[src/rtl/alu_unit_if.sv]
// ---------------------------------------------------------------------------
// alu_unit_if
// Operand/result bundle for the registered 16-bit ALU.
//   in1     [15:0] operand A
//   in2     [15:0] operand B (low 4 bits are the shift amount for shifts)
//   alu_op  [2:0]  operation select
//   alu_out [15:0] registered result
//   z       [1:0]  registered flags: z[0] zero, z[1] negative
// master: the side issuing operations; slave: the ALU itself.
// ---------------------------------------------------------------------------
interface alu_unit_if;
  logic [15:0] in1;
  logic [15:0] in2;
  logic [2:0]  alu_op;
  logic [15:0] alu_out;
  logic [1:0]  z;

  modport master (
    output in1,
    output in2,
    output alu_op,
    input  alu_out,
    input  z
  );

  modport slave (
    input  in1,
    input  in2,
    input  alu_op,
    output alu_out,
    output z
  );
endinterface

[src/rtl/alu_unit.sv]
// ---------------------------------------------------------------------------
// alu_unit
// 16-bit arithmetic/logic unit with a single output register stage.
// Ports:
//   clock  : rising-edge clock
//   reset  : asynchronous, active-high; clears result and flags at once
//   bus    : alu_unit_if.slave (in1, in2, alu_op in; alu_out, z out)
// Opcodes: 0 ADD, 1 SUB, 2 AND, 3 OR, 4 XOR, 5 SHL, 6 SHR (logical),
//          7 MUL (low 16 bits of unsigned product) when ALU_MUL_EN is
//          defined, otherwise 7 PASS (result = in1).
// Flags come from the truncated 16-bit result written on the same edge:
//   z[0] = result is zero, z[1] = result bit 15.
// Build option: define ALU_MUL_EN to replace PASS with MUL.
// ---------------------------------------------------------------------------
module alu_unit (
  input  logic   clock,
  input  logic   reset,
  alu_unit_if.slave bus
);

  localparam int DATA_W = 16;
  localparam int SHAMT_W = 4;

  typedef enum logic [2:0] {
    OP_ADD = 3'd0,
    OP_SUB = 3'd1,
    OP_AND = 3'd2,
    OP_OR  = 3'd3,
    OP_XOR = 3'd4,
    OP_SHL = 3'd5,
    OP_SHR = 3'd6,
    OP_EXT = 3'd7
  } alu_op_t;

  // Flag word for a result: {negative, zero}.
  function automatic logic [1:0] calc_flags(input logic [DATA_W-1:0] res);
    calc_flags = {res[DATA_W-1], (res == '0)};
  endfunction

  logic [DATA_W-1:0]  a_p0;
  logic [DATA_W-1:0]  b_p0;
  logic [SHAMT_W-1:0] shamt_p0;
  alu_op_t            op_p0;
  logic [DATA_W-1:0]  result_p0;
  logic [1:0]         flags_p0;

  logic [DATA_W-1:0]  alu_out_p1;
  logic [1:0]         z_p1;

  // ---- stage p0: combinational operation select ----
  assign a_p0     = bus.in1;
  assign b_p0     = bus.in2;
  assign shamt_p0 = bus.in2[SHAMT_W-1:0];
  assign op_p0    = alu_op_t'(bus.alu_op);

  always_comb begin
    result_p0 = '0;
    unique case (op_p0)
      OP_ADD: result_p0 = a_p0 + b_p0;
      OP_SUB: result_p0 = a_p0 - b_p0;
      OP_AND: result_p0 = a_p0 & b_p0;
      OP_OR:  result_p0 = a_p0 | b_p0;
      OP_XOR: result_p0 = a_p0 ^ b_p0;
      OP_SHL: result_p0 = a_p0 << shamt_p0;
      OP_SHR: result_p0 = a_p0 >> shamt_p0;
`ifdef ALU_MUL_EN
      // Only the low half of the product is kept.
      OP_EXT: result_p0 = a_p0 * b_p0;
`else
      OP_EXT: result_p0 = a_p0;
`endif
      default: result_p0 = '0;
    endcase
  end

  assign flags_p0 = calc_flags(result_p0);

  // ---- stage p1: output register ----
  // Reset clears the result too: a zero result with z[0]=0 is the
  // distinguishable "nothing computed" state seen by the sequencer.
  always_ff @(posedge clock or posedge reset) begin
    if (reset) begin
      alu_out_p1 <= '0;
      z_p1       <= 2'b00;
    end else begin
      alu_out_p1 <= result_p0;
      z_p1       <= flags_p0;
    end
  end

  assign bus.alu_out = alu_out_p1;
  assign bus.z       = z_p1;

endmodule

[src/flat_wrapper.sv]
// flat-port wrapper written by rule: the top's interface ports become plain ports
module alu_unit_flat 
  (clock, reset, bus_in1, bus_in2, bus_alu_op, bus_alu_out, bus_z);
  alu_unit_if bus_i ();
  input  logic clock;
  input  logic reset;
  input wire logic [$bits(bus_i.in1)-1:0] bus_in1;
  input wire logic [$bits(bus_i.in2)-1:0] bus_in2;
  input wire logic [$bits(bus_i.alu_op)-1:0] bus_alu_op;
  output wire logic [$bits(bus_i.alu_out)-1:0] bus_alu_out;
  output wire logic [$bits(bus_i.z)-1:0] bus_z;
  assign bus_i.in1 = bus_in1;
  assign bus_i.in2 = bus_in2;
  assign bus_i.alu_op = bus_alu_op;
  assign bus_alu_out = bus_i.alu_out;
  assign bus_z = bus_i.z;
  alu_unit u_core (.clock(clock), .reset(reset), .bus(bus_i));
endmodule
[config.mk]
export PLATFORM = sky130hd
export DESIGN_NAME = alu_unit_flat
export DESIGN_NICKNAME = d
export VERILOG_FILES = /design/src/rtl/alu_unit_if.sv /design/src/rtl/alu_unit.sv /design/src/flat_wrapper.sv
export SDC_FILE = /design/constraint.sdc
export NUM_CORES = 1
export LEC_CHECK = 0
export CELL_PAD_IN_SITES_DETAIL_PLACEMENT = 1
export CELL_PAD_IN_SITES_GLOBAL_PLACEMENT = 2
export CORE_MARGIN = 4
export CORE_UTILIZATION = 34
export DETAILED_ROUTE_END_ITERATION = 7
export GPL_TIMING_DRIVEN = 1
export PLACE_DENSITY = 0.88
export SLEW_MARGIN = 25
export SYNTH_ARGS = -nofsm -noshare
export SYNTH_HDL_FRONTEND = slang
export SYNTH_SLANG_ARGS = --single-unit
[constraint.sdc]
create_clock -name clock -period 0.8 [get_ports clock]
set_input_delay 0.08 -clock clock [delete_from_list [all_inputs] [get_ports clock]]
set_output_delay 0.08 -clock clock [all_outputs]
set_load 0.05 [all_outputs]
==> impl_results.md, run 1 <==
- Setup TNS: -34,450 ps
- Syn Inst Count: 519
- Compound-Gate Fraction of Synth Area: 0.227
- Worst setup path endpoint: u_core.bus.z[0]$_DFF_PP0_
- Die height: 119 µm
- Failing checks: negative setup slack
- Num ports: 55
- Setup crit end kind: flip-flop
- IO Port Bufs: 54
- Tmin final: 3760 ps
- CTS tree: done
- Crit path kind: input port to flip-flop
- Asr flop ratio synth: 1.00
- Post-synthesis mux area share: 0.171
- First-pass GRT wire length: about 35,000 µm
- Overflow after GRT: 0
- Layout cells sized above 1: 0.505
- Adder-cell share of the synthesized area: 0.150
- Reg clk slew, reported paths: 50 ps
- Fillcell total: 1,324
- Worst Setup Slack, final: -2960 ps
- Gpl congestion: 1.13
- Yosys cell types: 75
- Vias in the first global route: 6,146
- Area Growth Syn to Fin: 81.8%
- Worst Path Required: 960 ps
- Num rows: 40
- Largest family of logic cells by synthesized area: simple AND/OR/NAND/NOR gates
- Gr usage total: 0.312
- Crit. Startpoint: bus_in2[5]
- Critical Path Source Type: input port
- H-Tree Depth: 1
- Main synth FF type: dfrtp_1
- Slew Viols, Final: 0
- VDD IR max: 735 µV
- Worst min path class: input port to async pin
- Initial core utilization: 0.349
- Final hold violations: 0
- N_diodes: 0
- Vias per inst: 6.79
- Post-layout util: 0.635
- RSZ-0062 raised after global routing: yes
- Max cap viols: 0
- DR pass1 iterations: 6
- Final setup fails: 35
- Critical Path Fanout Max: 3
- Clock Tree Buf Depth: 2
- Root buffer cell: clkbuf_16
- Die area: about 14,000 µm²
- Seq cells post-synth: 17
- Clock Sinks: 17
- Post-Syn Area: 4210 µm²
- Total wire length: roughly 28,000 µm
- Final non-filler cell total: 925
- Status: complete, but fails checks
- Core ar.: 12,100 µm²
- Max Clock Freq: roughly 0.27 GHz
- Final #Nets: 845
- Synth Area per Inst: around 8.1 µm²
- Post-synthesis xor/xnor area fraction: 0.0354
- Cells after DPL: 878
- Worst Tran Pin Value: around 1100 ps
- YS warnings: 0
- P_leak: 0.00345 µW
- Power per standard cell area: 1190 nW/µm²
- Detailed Place HPWL: 15,500 µm
- Initial DRC Count: slightly above 900
- Area leader, netlist: ha_1
- Pre-CTS setup slack: -3360 ps
- ANT nets after route: 0
- Register area share after synthesis: 0.101
- Syn_nets: 606
- Ranking of synthesized cells by area: ha_1 (15%), mux4_2 (11%), dfrtp_1 (10%)
- Top cell type's share of synthesized area: 0.146
- Simple-Gate Fraction of Synth Area: 0.240
- Final Cycle Share: 4.70
- Worst hold slack: 152 ps
- Residual DRC count: 0
- Critical Path AT: 3920 ps
- Die width: roughly 120 µm
- Antenna violations before repair: 0
- Slew HR: 0.253
- Routed len/inst: approximately 30 µm
- Largest net degree at the start of global routing: 53
- TritonCTS Buffers: 3
- Vias: ~6,300
- EDFF count, synth: 0
kinds of logic (layout without fill, tap and decap cells):
group	count (synthesis)	after routing
compound gates	133	133
buf+inv	77	315
xor+xnor	17	17
simple gates	182	182
mux	43	43
flops	17	17
fa+ha+maj	50	50
worst max-delay path: stages:
cell and delay (ps):
buf_6 90, or3_4 390, or3b_4 410, buf_4 150, buf_6 120, o31ai_4 240, xnor2_2 210, ha_4 280
a21oi_4 160, buf_4 130, buf_4 90, nand2_1 60, a311o_1 330, a211o_1 310, nor4_1 440, nand3b_1 210
nor3_4 210
report_power, final:
part / total [µW] / leakage [µW] / internal (µW) / switching, µW
logic: 6980 / 0.00320 / 3360 / 3610
clock network: 1000 / 0.0000382 / 676 / 325
registers: 1120 / 0.000207 / 998 / 125
stage by stage:
stage | cell area [µm²] | power [µW]
2_1_floorplan | 4490 | 3750
6_report | 7650 | 9100
3_5_place_dp | 6400 | 6310
4_1_cts | 7130 | 7940
3_3_place_gp | 6400 | 6080
5_1_grt | 7650 | 9320
final cells by class:
cell class              count  area (µm²)  area share
clock buffers               4        78.8      0.0103
inverters                  41         169      0.0221
repair buffers            270        2680       0.349
well taps                 168         210      0.0275
flip-flops and latches     17         427      0.0557
multi-input cells         425        4100       0.535
worst min path at each step:
stage	start	endpoint	slack, ps
5_1_grt	reset	u_core.bus.alu_out[5]$_DFF_PP0_	190
4_1_cts	reset	u_core.bus.alu_out[4]$_DFF_PP0_	160
3_3_place_gp	reset	u_core.bus.alu_out[6]$_DFF_PP0_	400
6_report	reset	u_core.bus.alu_out[4]$_DFF_PP0_	150
3_5_place_dp	reset	u_core.bus.alu_out[1]$_DFF_PP0_	410
2_1_floorplan	reset	u_core.bus.alu_out[0]$_DFF_PP0_	6
cell usage after synthesis, types with 8 or more instances:
library cell / n
nand3_1: 14
clkbuf_1: 21
xnor2_1: 16
nor3_1: 20
mux4_2: 21
buf_2: 9
nand2_1: 24
a211oi_1: 9
or3_1: 9
a21oi_1: 17
a32oi_1: 8
mux2i_1: 14
ha_1: 49
inv_1: 39
nor2_1: 42
dfrtp_1: 17
o21ai_0: 23
nand2b_1: 19
layer usage:
layer / wire (µm) / share of wire / vias to the layer above / GRT usage
met5: 0 / 0 / - / 0
met4: 2290 / 0.081 / 0 / 0.140
met3: 2940 / 0.10 / 222 / 0.0437
met2: 13200 / 0.47 / 602 / 0.554
met1: 9790 / 0.35 / 2997 / 0.374
li1: - / - / 2457 / -
cells in the final DEF (no fill, tap or decap), types with 5 or more instances in the layout:
master / n
buf_4: 172
ha_1: 41
inv_1: 37
nor2_1: 37
buf_6: 33
buf_12: 25
mux4_2: 21
nand2_1: 19
nand2b_1: 17
o21ai_0: 16
dfrtp_1: 16
nand3_1: 14
mux2i_1: 13
a21oi_1: 12
nor3_1: 12
clkdlybuf4s50_1: 10
xnor2_1: 8
or3_1: 7
a31oi_1: 7
o211ai_1: 7
a211oi_1: 7
a32oi_1: 7
dlygate4sd2_1: 7
xnor2_2: 6
o21a_1: 6
mux2_2: 6
nor3b_1: 6
ha_4: 6
clkdlybuf4s15_2: 6
o31ai_4: 5
nor3_2: 5
a211o_1: 5
clkbuf_16: 5
registers in the layout (all words and copies together), names as in the netlist:
signal	flops
u_core.bus.alu_out	16
u_core.bus.z	1
repair_timing:
action | 4_1_cts | 5_1_grt
buffers inserted | 26 | 17
pin swaps | 55 | 45
endpoints found under the hold margin | 0 | 0
resized for setup | 159 | 68
setup endpoints to repair | 35 | 35
gates cloned | 2 | 2
hold buffers | 0 | 0
Power figures use the tool's default switching activity.
==> run 2: changes to the inputs <==
--- a/config.mk
+++ b/config.mk
@@ -8,9 +8,11 @@
 export CELL_PAD_IN_SITES_DETAIL_PLACEMENT = 1
 export CELL_PAD_IN_SITES_GLOBAL_PLACEMENT = 2
 export CORE_MARGIN = 4
-export CORE_UTILIZATION = 34
+export CORE_UTILIZATION = 39
 export DETAILED_ROUTE_END_ITERATION = 7
+export DONT_BUFFER_PORTS = 1
 export GPL_TIMING_DRIVEN = 1
+export MAX_ROUTING_LAYER = met4
 export PLACE_DENSITY = 0.88
 export SLEW_MARGIN = 25
 export SYNTH_ARGS = -nofsm -noshare
==> run 2 against run 1 <==
  * The flow still finishes with violations (negative setup slack)
  * Flip-flop and latch count did not move
  * Clock-buffer cell count unchanged
  * Via count down 15%
  * Sequential share of layout area is 1.1 points higher
  * Sequential power is essentially flat
  * Clock power fell by 41%
  * Global-route usage rose by 0.89 points
  * Critical endpoint unchanged
==> impl_results.md, run 2 (same netlist as run 1, synthesis figures left out) <==
- Status: complete, but fails checks
- Failing checks: negative setup slack
- Max Clock Freq: 0.300 GHz (+13%)
- Root buffer cell: clkbuf_8
- Most common cell after layout, fill and taps aside: buf_4
- Pre-CTS setup slack: -2820 ps (+542 ps)
- Vias per inst: 6.77 (-0.24%)
- Tmin final: 3340 ps (-422 ps)
- N_diodes: 0 (unchanged)
- Die area: 12,500 µm² (-12%)
- TritonCTS Buffers: 3 (unchanged)
- Largest register FFs: 16 (unchanged)
- Initial core utilization: 0.404 (+0.0552)
- Worst Path Required: 960 ps (about the same)
- CTS tree: done
- Slew Viols, Final: 0 (unchanged)
- Worst hold slack: 268 ps (+117 ps)
- Critical Path AT: 3500 ps (-420 ps)
- Final #Nets: 736 (-13%)
- H-Tree Depth: 1 (unchanged)
- WL met3: 2070 µm (-29%)
- Slew HR: 0.434 (+0.181)
- Power per standard cell area: 1110 nW/µm² (-7.0%)
- Gpl congestion: 1.06 (-6.2%)
- P_leak: 0.00283 µW (-18%)
- Clock Tree Buf Depth: 2 (unchanged)
- Crit path kind: input port to flip-flop
- Antenna violations before repair: 0 (unchanged)
- Reg clk slew, reported paths: 60 ps (about the same)
- Largest net degree at the start of global routing: 54 (+1.9%)
- Final hold violations: 0 (unchanged)
- Die width: 112 µm (-6.2%)
- Post-layout util: 0.614 (-0.0207)
- Worst Setup Slack, final: -2540 ps (+422 ps)
- Worst Tran Pin Value: 848 ps (-271 ps)
- Highest Signal Layer: met4
- Critical Path Fanout Max: 3 (unchanged)
- Metal-1 WL: 7700 µm (-21%)
- Total wire length: 21,000 µm (-26%)
- Final Cycle Share: 4.17 (-0.528)
- Clock Sinks: 17 (unchanged)
- Overflow after GRT: 0 (unchanged)
- Layout cells sized above 1: 0.441 (-0.0633)
- ANT nets after route: 0 (unchanged)
- VDD IR max: 939 µV (+28%)
- Setup crit end kind: flip-flop
- Num rows: 37 (-7.5%)
- Hold path depth: 4
- Max cap viols: 0 (unchanged)
- Most frequent cells in the layout: buf_4 (123), ha_1 (38), inv_1 (36), nor2_1 (36)
- Vias in the first global route: 5,575 (-9.3%)
- Initial DRC Count: 679 (-27%)
- RSZ-0062 raised after global routing: yes
- Die height: 112 µm (-6.2%)
- Worst min path class: input port to flip-flop
- Vias: 5,308 (-15%)
- Critical Path Source Type: input port
- Final setup fails: 35 (unchanged)
- DR pass1 iterations: 6 (unchanged)
- First-pass GRT wire length: 31,500 µm (-10%)
- Routed len/inst: 26.7 µm (-12%)
- Core ar.: 10,400 µm² (-14%)
- DR WL met2: 10,100 µm (-23%)
- Area Growth Syn to Fin: 51.8%
- Detailed Place HPWL: 13,700 µm (-12%)
- IO Port Bufs: 0 (-100%)
- Residual DRC count: 0 (unchanged)
- Num ports: 55 (unchanged)
- Gr usage total: 0.321 (+0.00887)
-- run 2: changes by cell type in the layout (fill, tap and decap cells not counted), moves of 5 or more --
cell and change:
buf_12 -7, buf_4 -49, buf_6 -15, clkbuf_16 -5
clkdlybuf4s15_2 -6, clkdlybuf4s50_1 -10, dlygate4sd2_1 -7
-- run 2: layout make-up --
| class | count | area, µm² |
|---|---|---|
| Multi-Input combinational cell | 425 | 4050 |
| Fill cell | 1185 | 4020 |
| Timing Repair Buffer | 161 | 1530 |
| Sequential cell | 17 | 427 |
| Inverter | 41 | 171 |
| Tap cell | 136 | 170 |
| Clock buffer | 4 | 45.0 |
-- run 2: worst paths after layout --
kind	startpoint	endpoint
max	bus_in2[4]	u_core.bus.z[0]$_DFF_PP0_
min	bus_alu_op[1]	u_core.bus.alu_out[3]$_DFF_PP0_
max in group asynchronous	reset	u_core.bus.alu_out[15]$_DFF_PP0_
min in group asynchronous	reset	u_core.bus.alu_out[6]$_DFF_PP0_
-- run 2: critical path, stage by stage --
cell and delay [ps]:
or3_4 370, or3b_4 430, buf_6 140, o31ai_4 280
xnor2_2 200, ha_4 270, a21oi_4 190, nor2b_4 60
buf_4 130, a2111oi_2 490, o311ai_4 140, nor4_1 350
nand3b_1 170, nor3_2 180
-- run 2: per-stage QoR --
| step | setup TNS, ps | total power (µW) | instances | instance area [µm²] |
|---|---|---|---|---|
| final | -29320 | 7070 | 784 | 6390 |
| after global routing | -31070 | 7430 | 784 | 6390 |
| after CTS | -27460 | 6550 | 781 | 6120 |
| after detailed placement | -31570 | 5500 | 763 | 5630 |
| after global placement | -29800 | 5300 | 763 | 5630 |
| after floorplan | -26170 | 3750 | 519 | 4490 |
-- run 2: per-layer routing --
layer / vias to the layer above / GRT usage
met5: - / -
met4: 0 / 0.114
met3: 113 / 0.0723
met2: 382 / 0.544
met1: 2589 / 0.373
li1: 2224 / -
-- run 2: what timing repair did --
| action | 4_1_cts | 5_1_grt |
|---|---|---|
| buffers inserted | 17 | 10 |
| gates resized for setup | 62 | 50 |
| endpoints found under the hold margin | 17 | 0 |
| hold buffers | 1 | 0 |
| pin swaps | 36 | 36 |
| setup endpoints to repair | 35 | 35 |
| gates cloned | 1 | 0 |
-- run 2: power breakdown --
part	total (µW)	switching (µW)	internal, µW
Combinational	5370	2650	2720
Sequential	1110	111	997
Clock	595	243	352
Total	7070	3000	4070
==> run 3: changes to the inputs <==
--- a/config.mk
+++ b/config.mk
@@ -11,9 +11,10 @@
 export CORE_UTILIZATION = 39
 export DETAILED_ROUTE_END_ITERATION = 7
 export DONT_BUFFER_PORTS = 1
-export GPL_TIMING_DRIVEN = 1
+export GPL_TIMING_DRIVEN = 0
 export MAX_ROUTING_LAYER = met4
 export PLACE_DENSITY = 0.88
+export REMOVE_ABC_BUFFERS = 1
 export SLEW_MARGIN = 25
 export SYNTH_ARGS = -nofsm -noshare
 export SYNTH_HDL_FRONTEND = slang
==> constraint.sdc (replaced) <==
create_clock -name clock -period 0.8 [get_ports clock]
set_input_delay 0.16 -clock clock [delete_from_list [all_inputs] [get_ports clock]]
set_output_delay 0.16 -clock clock [all_outputs]
set_load 0.05 [all_outputs]
==> run 3 against run 2 <==
  * The run ends with negative hold slack, negative setup slack left
  * Largest cell class unchanged
  * First-iteration DRC count is 48% lower
  * Non-clock buffer count down 132
  * Critical path depth unchanged
  * Flip-flop and latch count unchanged
  * Largest power group unchanged
  * Maximum frequency decreased by 1.6%
  * Worst setup slack worse by 53 ps
  * Routed wire length decreased by 23%
  * Combinational power fell by 42%
  * Global-route usage down 6.5 points
  * Die area is the same
  * Total power shrank 25%
  * Hold slack worse by 400 ps
==> impl_results.md, run 3 (same netlist as run 1, synthesis figures left out) <==
- Status: complete, but fails checks
- Failing checks: negative hold slack, negative setup slack
- Most common cell after layout, fill and taps aside: ha_1
- Worst Setup Slack, final: -2590 ps (-53.1 ps)
- Initial core utilization: 0.404 (unchanged)
- Total wire length: 16,100 µm (-23%)
- Max cap viols: 0 (unchanged)
- Final hold violations: 17 (+17)
- RSZ-0062 raised after global routing: yes
- Vias per inst: 6.68 (-1.3%)
- Post-layout util: 0.476 (-0.138)
- P_leak: 0.00201 µW (-29%)
- Grt met3 use: 0.0266 (-0.0457)
- Met1 Usage GRT: 0.342 (-0.0311)
- Die width: 112 µm (unchanged)
- Routed len/inst: 24.7 µm (-7.6%)
- H-Tree Depth: 1 (unchanged)
- Residual DRC count: 0 (unchanged)
- IO Port Bufs: 0 (unchanged)
- Final setup fails: 35 (unchanged)
- Critical Path AT: 3560 ps (+60 ps)
- Overflow after GRT: 0 (unchanged)
- Max Clock Freq: 0.295 GHz (-1.6%)
- Reg clk slew, reported paths: 60 ps (about the same)
- Pre-CTS setup slack: -3340 ps (-524 ps)
- Critical Path Source Type: input port
- Power per standard cell area: 1070 nW/µm² (-3.3%)
- Initial DRC Count: 350 (-48%)
- Root buffer cell: clkbuf_8
- Gpl congestion: 0.955 (-9.5%)
- Antenna violations before repair: 0 (unchanged)
- TritonCTS Buffers: 3 (unchanged)
- Worst Tran Pin Value: 712 ps (-136 ps)
- VDD IR max: 1130 µV (+21%)
- GRT busiest layer: met2
- Slew HR: 0.519 (+0.0850)
- Gr usage total: 0.256 (-0.0651)
- Critical Path Fanout Max: 4 (+1)
- Design area: 4950 µm² (-23%)
- Worst min path class: input port to async pin
- Detailed Place HPWL: 11,500 µm (-16%)
- Area after DPL: 4220 µm² (-25%)
- Vias: 4,357 (-18%)
- Grt met2 use: 0.418 (-0.126)
- ANT nets after route: 0 (unchanged)
- Slew Viols, Final: 0 (unchanged)
- Setup TNS: -28,280 ps (+1040 ps)
- N_diodes: 0 (unchanged)
- Final #Nets: 604 (-18%)
- Vias in the first global route: 4,394 (-21%)
- Num ports: 55 (unchanged)
- Cells after DPL: 619 (-19%)
- First-pass GRT wire length: 25,200 µm (-20%)
- Largest register FFs: 16 (unchanged)
- Most frequent cells in the layout: ha_1 (42), inv_1 (38), nor2_1 (37), nand2_1 (22), buf_4 (22)
- Core ar.: 10,400 µm² (unchanged)
- Die area: 12,500 µm² (unchanged)
- Die height: 112 µm (unchanged)
- Area Growth Syn to Fin: 17.6%
- Final non-filler cell total: 652 (-17%)
- Num rows: 37 (unchanged)
- Clock Sinks: 17 (unchanged)
- Setup crit end kind: flip-flop
- Clock Tree Buf Depth: 2 (unchanged)
- Tmin final: 3390 ps (+53.1 ps)
- Layout cells sized above 1: 0.289 (-0.153)
- Crit path kind: input port to flip-flop
- Worst Path Required: 960 ps (about the same)
- DR pass1 iterations: 5 (-1)
- Worst hold slack: -132 ps (-400 ps)
- Final Cycle Share: 4.24 (+0.0663)
- CTS tree: done
- Largest net degree at the start of global routing: 54 (unchanged)
## run 3: changes by cell type in the layout (fill, tap and decap cells not counted), sizes merged
| cell | change |
|---|---|
| bufbuf | -1 |
| buf | -130 |
| dlygate4sd3 | -1 |
## run 3: timing repair
item,CTS,global route
pin swaps,37,31
setup endpoints to repair,35,35
hold endpoints to repair,17,17
resized for setup,92,24
cloned,0,0
buffers inserted,25,4
## run 3: layout make-up
type	instances	area (µm²)
Sequential cell	17	448
Tap cell	136	170
Multi-Input combinational cell	425	3870
Fill cell	1211	5460
Timing Repair Buffer	29	244
Inverter	41	174
Clock buffer	4	45.0
## run 3: critical path, stage by stage
cell,delay (ps)
or3_4,370
or3b_4,400
nor2_2,80
nand4_1,170
o31ai_2,250
xnor2_1,150
ha_2,310
nand2b_1,110
o21ai_2,60
a222oi_1,320
nand3_1,150
a211o_1,330
or4_4,540
nor3_2,130
## run 3: report_power, final
group          total (µW)  internal (µW)  switching [µW]  leakage (µW)
registers            1600           1020             575      0.000190
clock network         618            353             265     0.0000228
logic                3090           1510            1570       0.00180
total                5300           2890            2410       0.00201
## run 3: final timing paths
| kind | start | end | slack (ps) | depth (start not counted) |
|---|---|---|---|---|
| max in group asynchronous | reset | u_core.bus.alu_out[15]$_DFF_PP0_ | 480 | 1 |
| min | reset | u_core.bus.alu_out[1]$_DFF_PP0_ | -130 | 1 |
| max | bus_in2[4] | u_core.bus.z[0]$_DFF_PP0_ | -2590 | 14 |
| min in group clock | bus_alu_op[1] | u_core.bus.alu_out[3]$_DFF_PP0_ | 240 | 3 |
## run 3: through the flow
stage,total power (µW),hold slack [ps]
2_1_floorplan,3360,86.1
3_3_place_gp,3820,117
3_5_place_dp,3910,157
4_1_cts,5060,-110
5_1_grt,5630,-56.5
6_report,5300,-132
## run 3: layer usage
metal	part of all wire	up-vias
li1	-	1961
met1	0.44	2228
met2	0.49	146
met3	0.059	22
met4	0.015	0
met5	0	-
==> patch, RTL diff (config.mk and constraints of run 1) <==
The localparam `SHAMT_W` goes from 4 to 3.
--- a/src/rtl/alu_unit.sv
+++ b/src/rtl/alu_unit.sv
@@ -19,7 +19,7 @@
 );
 
   localparam int DATA_W = 16;
-  localparam int SHAMT_W = 4;
+  localparam int SHAMT_W = 3;
 
   typedef enum logic [2:0] {
     OP_ADD = 3'd0,
Check against the original RTL: not equivalent (Yosys sat finds a counterexample within 4 cycles, from zero or initial values and one cycle with reset high).
==> patch against run 1 <==
- the run still ends with negative setup slack left
- synthesized area fell by 5.1%
- combinational power rose by 3.6%
- setup slack got worse by 0.12 ns
- final cell count fell by 3.2%
- hold slack improved by 0.00083 ns
- sequential cell count did not move
- routed wire length rose by 0.40%
- cell area rose by 0.64%
- power rose by 3.2%
==> patch: results (changes against run 1) <==
{| class="wikitable"
! Metric !! Value
|-
| Outcome || finished, violations left
|-
| Failing checks || negative setup slack
|-
| Initial antenna violation count || 1 (+1)
|-
| Fin cells || 895 (-3.2%)
|-
| Number of global-route vias before repair || 6060 (-1.4%)
|-
| All-layer global routing usage || 35.2% (+4.0 points)
|-
| Maximum vdd ir drop || 2.02 mV (+170%)
|-
| Post-synthesis share of cell area spent on full adders, half adders and majority gates || 15.8% (+0.80 points)
|-
| Compound-gate portion of the synthesized area || 25.7% (+2.9 points)
|-
| Area post-placement || 6240 um2 (-2.5%)
|-
| HPWL after detailed placement || 15200 um (-2.5%)
|-
| Syn_nets || 576 (-5.0%)
|-
| Xor/xnor share of the synthesized area || 3.72% (+0.19 points)
|-
| Leading post-synthesis cells by instance count || 49 x sky130_fd_sc_hd__ha_1, 39 x sky130_fd_sc_hd__inv_1, 36 x sky130_fd_sc_hd__nand2_1
|-
| Final Setup Violations || 35 (unchanged)
|-
| Length of the first detailed-routing pass in iterations || 5 (-1)
|-
| Fraction of the yosys area taken by sequential cells || 10.6% (+0.54 points)
|-
| Max Fanout on Critical Path || 5 (+2)
|-
| Detailed-routing wirelength on met1 || 9980 um (+2.0%)
|-
| Vias per Instance || 6.85 (+0.90%)
|-
| Post-layout worst setup margin || -3.08 ns (-0.116 ns)
|-
| Pin count of the biggest net entering global routing || 28 (-47%)
|-
| Slew of the pin with the lowest slew margin || 0.815 ns (-0.304 ns)
|-
| Count of distinct cell types in the synthesized netlist || 65 (-13%)
|-
| Global-route wire length before repair || 36100 um (+2.6%)
|-
| Worst EP arrival || 4.02 ns (+0.10 ns)
|-
| Detailed router's first-iteration violation count || 862 (-7.1%)
|-
| Length of routed met2 wiring || 12900 um (-2.2%)
|-
| Worst Setup Slack post-DPL || -3.24 ns (+0.122 ns)
|-
| Detailed Route WL || 28300 um (+0.40%)
|-
| Final weighted congestion of routability-driven global placement || 1.01 (-10%)
|-
| Number of cells produced by synthesis || 489 (-5.8%)
|-
| Layout net count || 839 (-0.71%)
|}
[patch: cell count changes after synthesis, moves of 7 or more]
cell	change
sky130_fd_sc_hd__nand4_1	+8
sky130_fd_sc_hd__a221oi_1	+8
sky130_fd_sc_hd__buf_2	+7
sky130_fd_sc_hd__nor2_1	-17
sky130_fd_sc_hd__a21oi_1	+8
sky130_fd_sc_hd__nor3_1	-15
sky130_fd_sc_hd__nand2_1	+12
[patch: what timing repair did]
action / 4_1_cts / 5_1_grt
hold buffers: 0 / 0
hold endpoints to repair: 0 / 0
gates resized for setup: 171 / 72
gates cloned: 2 / 0
pin swaps: 49 / 53
setup endpoints to repair: 35 / 35
setup buffers: 38 / 29
[patch: cell type report]
cell class / count / area share, %
Inverter: 42 / 2.37
Tap cell: 143 / 2.32
Timing Repair Buffer: 296 / 36.7
Sequential cell: 17 / 5.54
Antenna cell: 1 / 0.0325
Clock buffer: 4 / 1.02
Multi-Input combinational cell: 392 / 52.1
[patch: logic make-up (layout without fill, tap and decap cells)]
kind of cell             after synthesis  count (layout)
AND/OR/NAND/NOR                      143             143
flip-flops                            17              17
multiplexers                          37              37
other                                  0               1
adder cells (fa/ha/maj)               50              50
buffers and inverters                 80             342
AO/OA/AOI/OAI                        145             145
XOR/XNOR                              17              17
[patch: worst paths after layout]
check                               from                     end  slack (ns)  depth (start not counted)
max                           bus_in2[9]         u_core.bus.z[0]       -3.08                         16
min                                reset   u_core.bus.alu_out[6]        0.15                          3
max in group asynchronous          reset  u_core.bus.alu_out[15]        0.50                          3
min in group clock         bus_alu_op[1]   u_core.bus.alu_out[7]        0.42                          5
[patch: worst max-delay path, cell delays in order]
cell                              delay, ns
sky130_fd_sc_hd__clkdlybuf4s50_1       0.49
sky130_fd_sc_hd__inv_1                 0.16
sky130_fd_sc_hd__nand2_2               0.11
sky130_fd_sc_hd__o21ai_0               0.35
sky130_fd_sc_hd__nand2_1               0.19
sky130_fd_sc_hd__buf_4                 0.18
sky130_fd_sc_hd__a21oi_1               0.20
sky130_fd_sc_hd__xnor2_1               0.13
sky130_fd_sc_hd__ha_1                  0.44
sky130_fd_sc_hd__nand4_1               0.21
sky130_fd_sc_hd__o211ai_1              0.38
sky130_fd_sc_hd__a21oi_2               0.08
sky130_fd_sc_hd__xor2_1                0.22
sky130_fd_sc_hd__o211ai_1              0.15
sky130_fd_sc_hd__or4_4                 0.46
sky130_fd_sc_hd__nor4_4                0.18
[patch: per-layer routing]
layer  GRT usage [%]  vias up
li1                -     2390
met1            42.1     2948
met2            60.2      558
met3            5.80      233
met4            18.8        0
met5               0        -
[patch: power breakdown]
group          internal [mW]  switching [mW]
Combinational           3.48            3.75
Sequential              1.00           0.140
Clock                  0.678           0.352
Total                   5.15            4.24
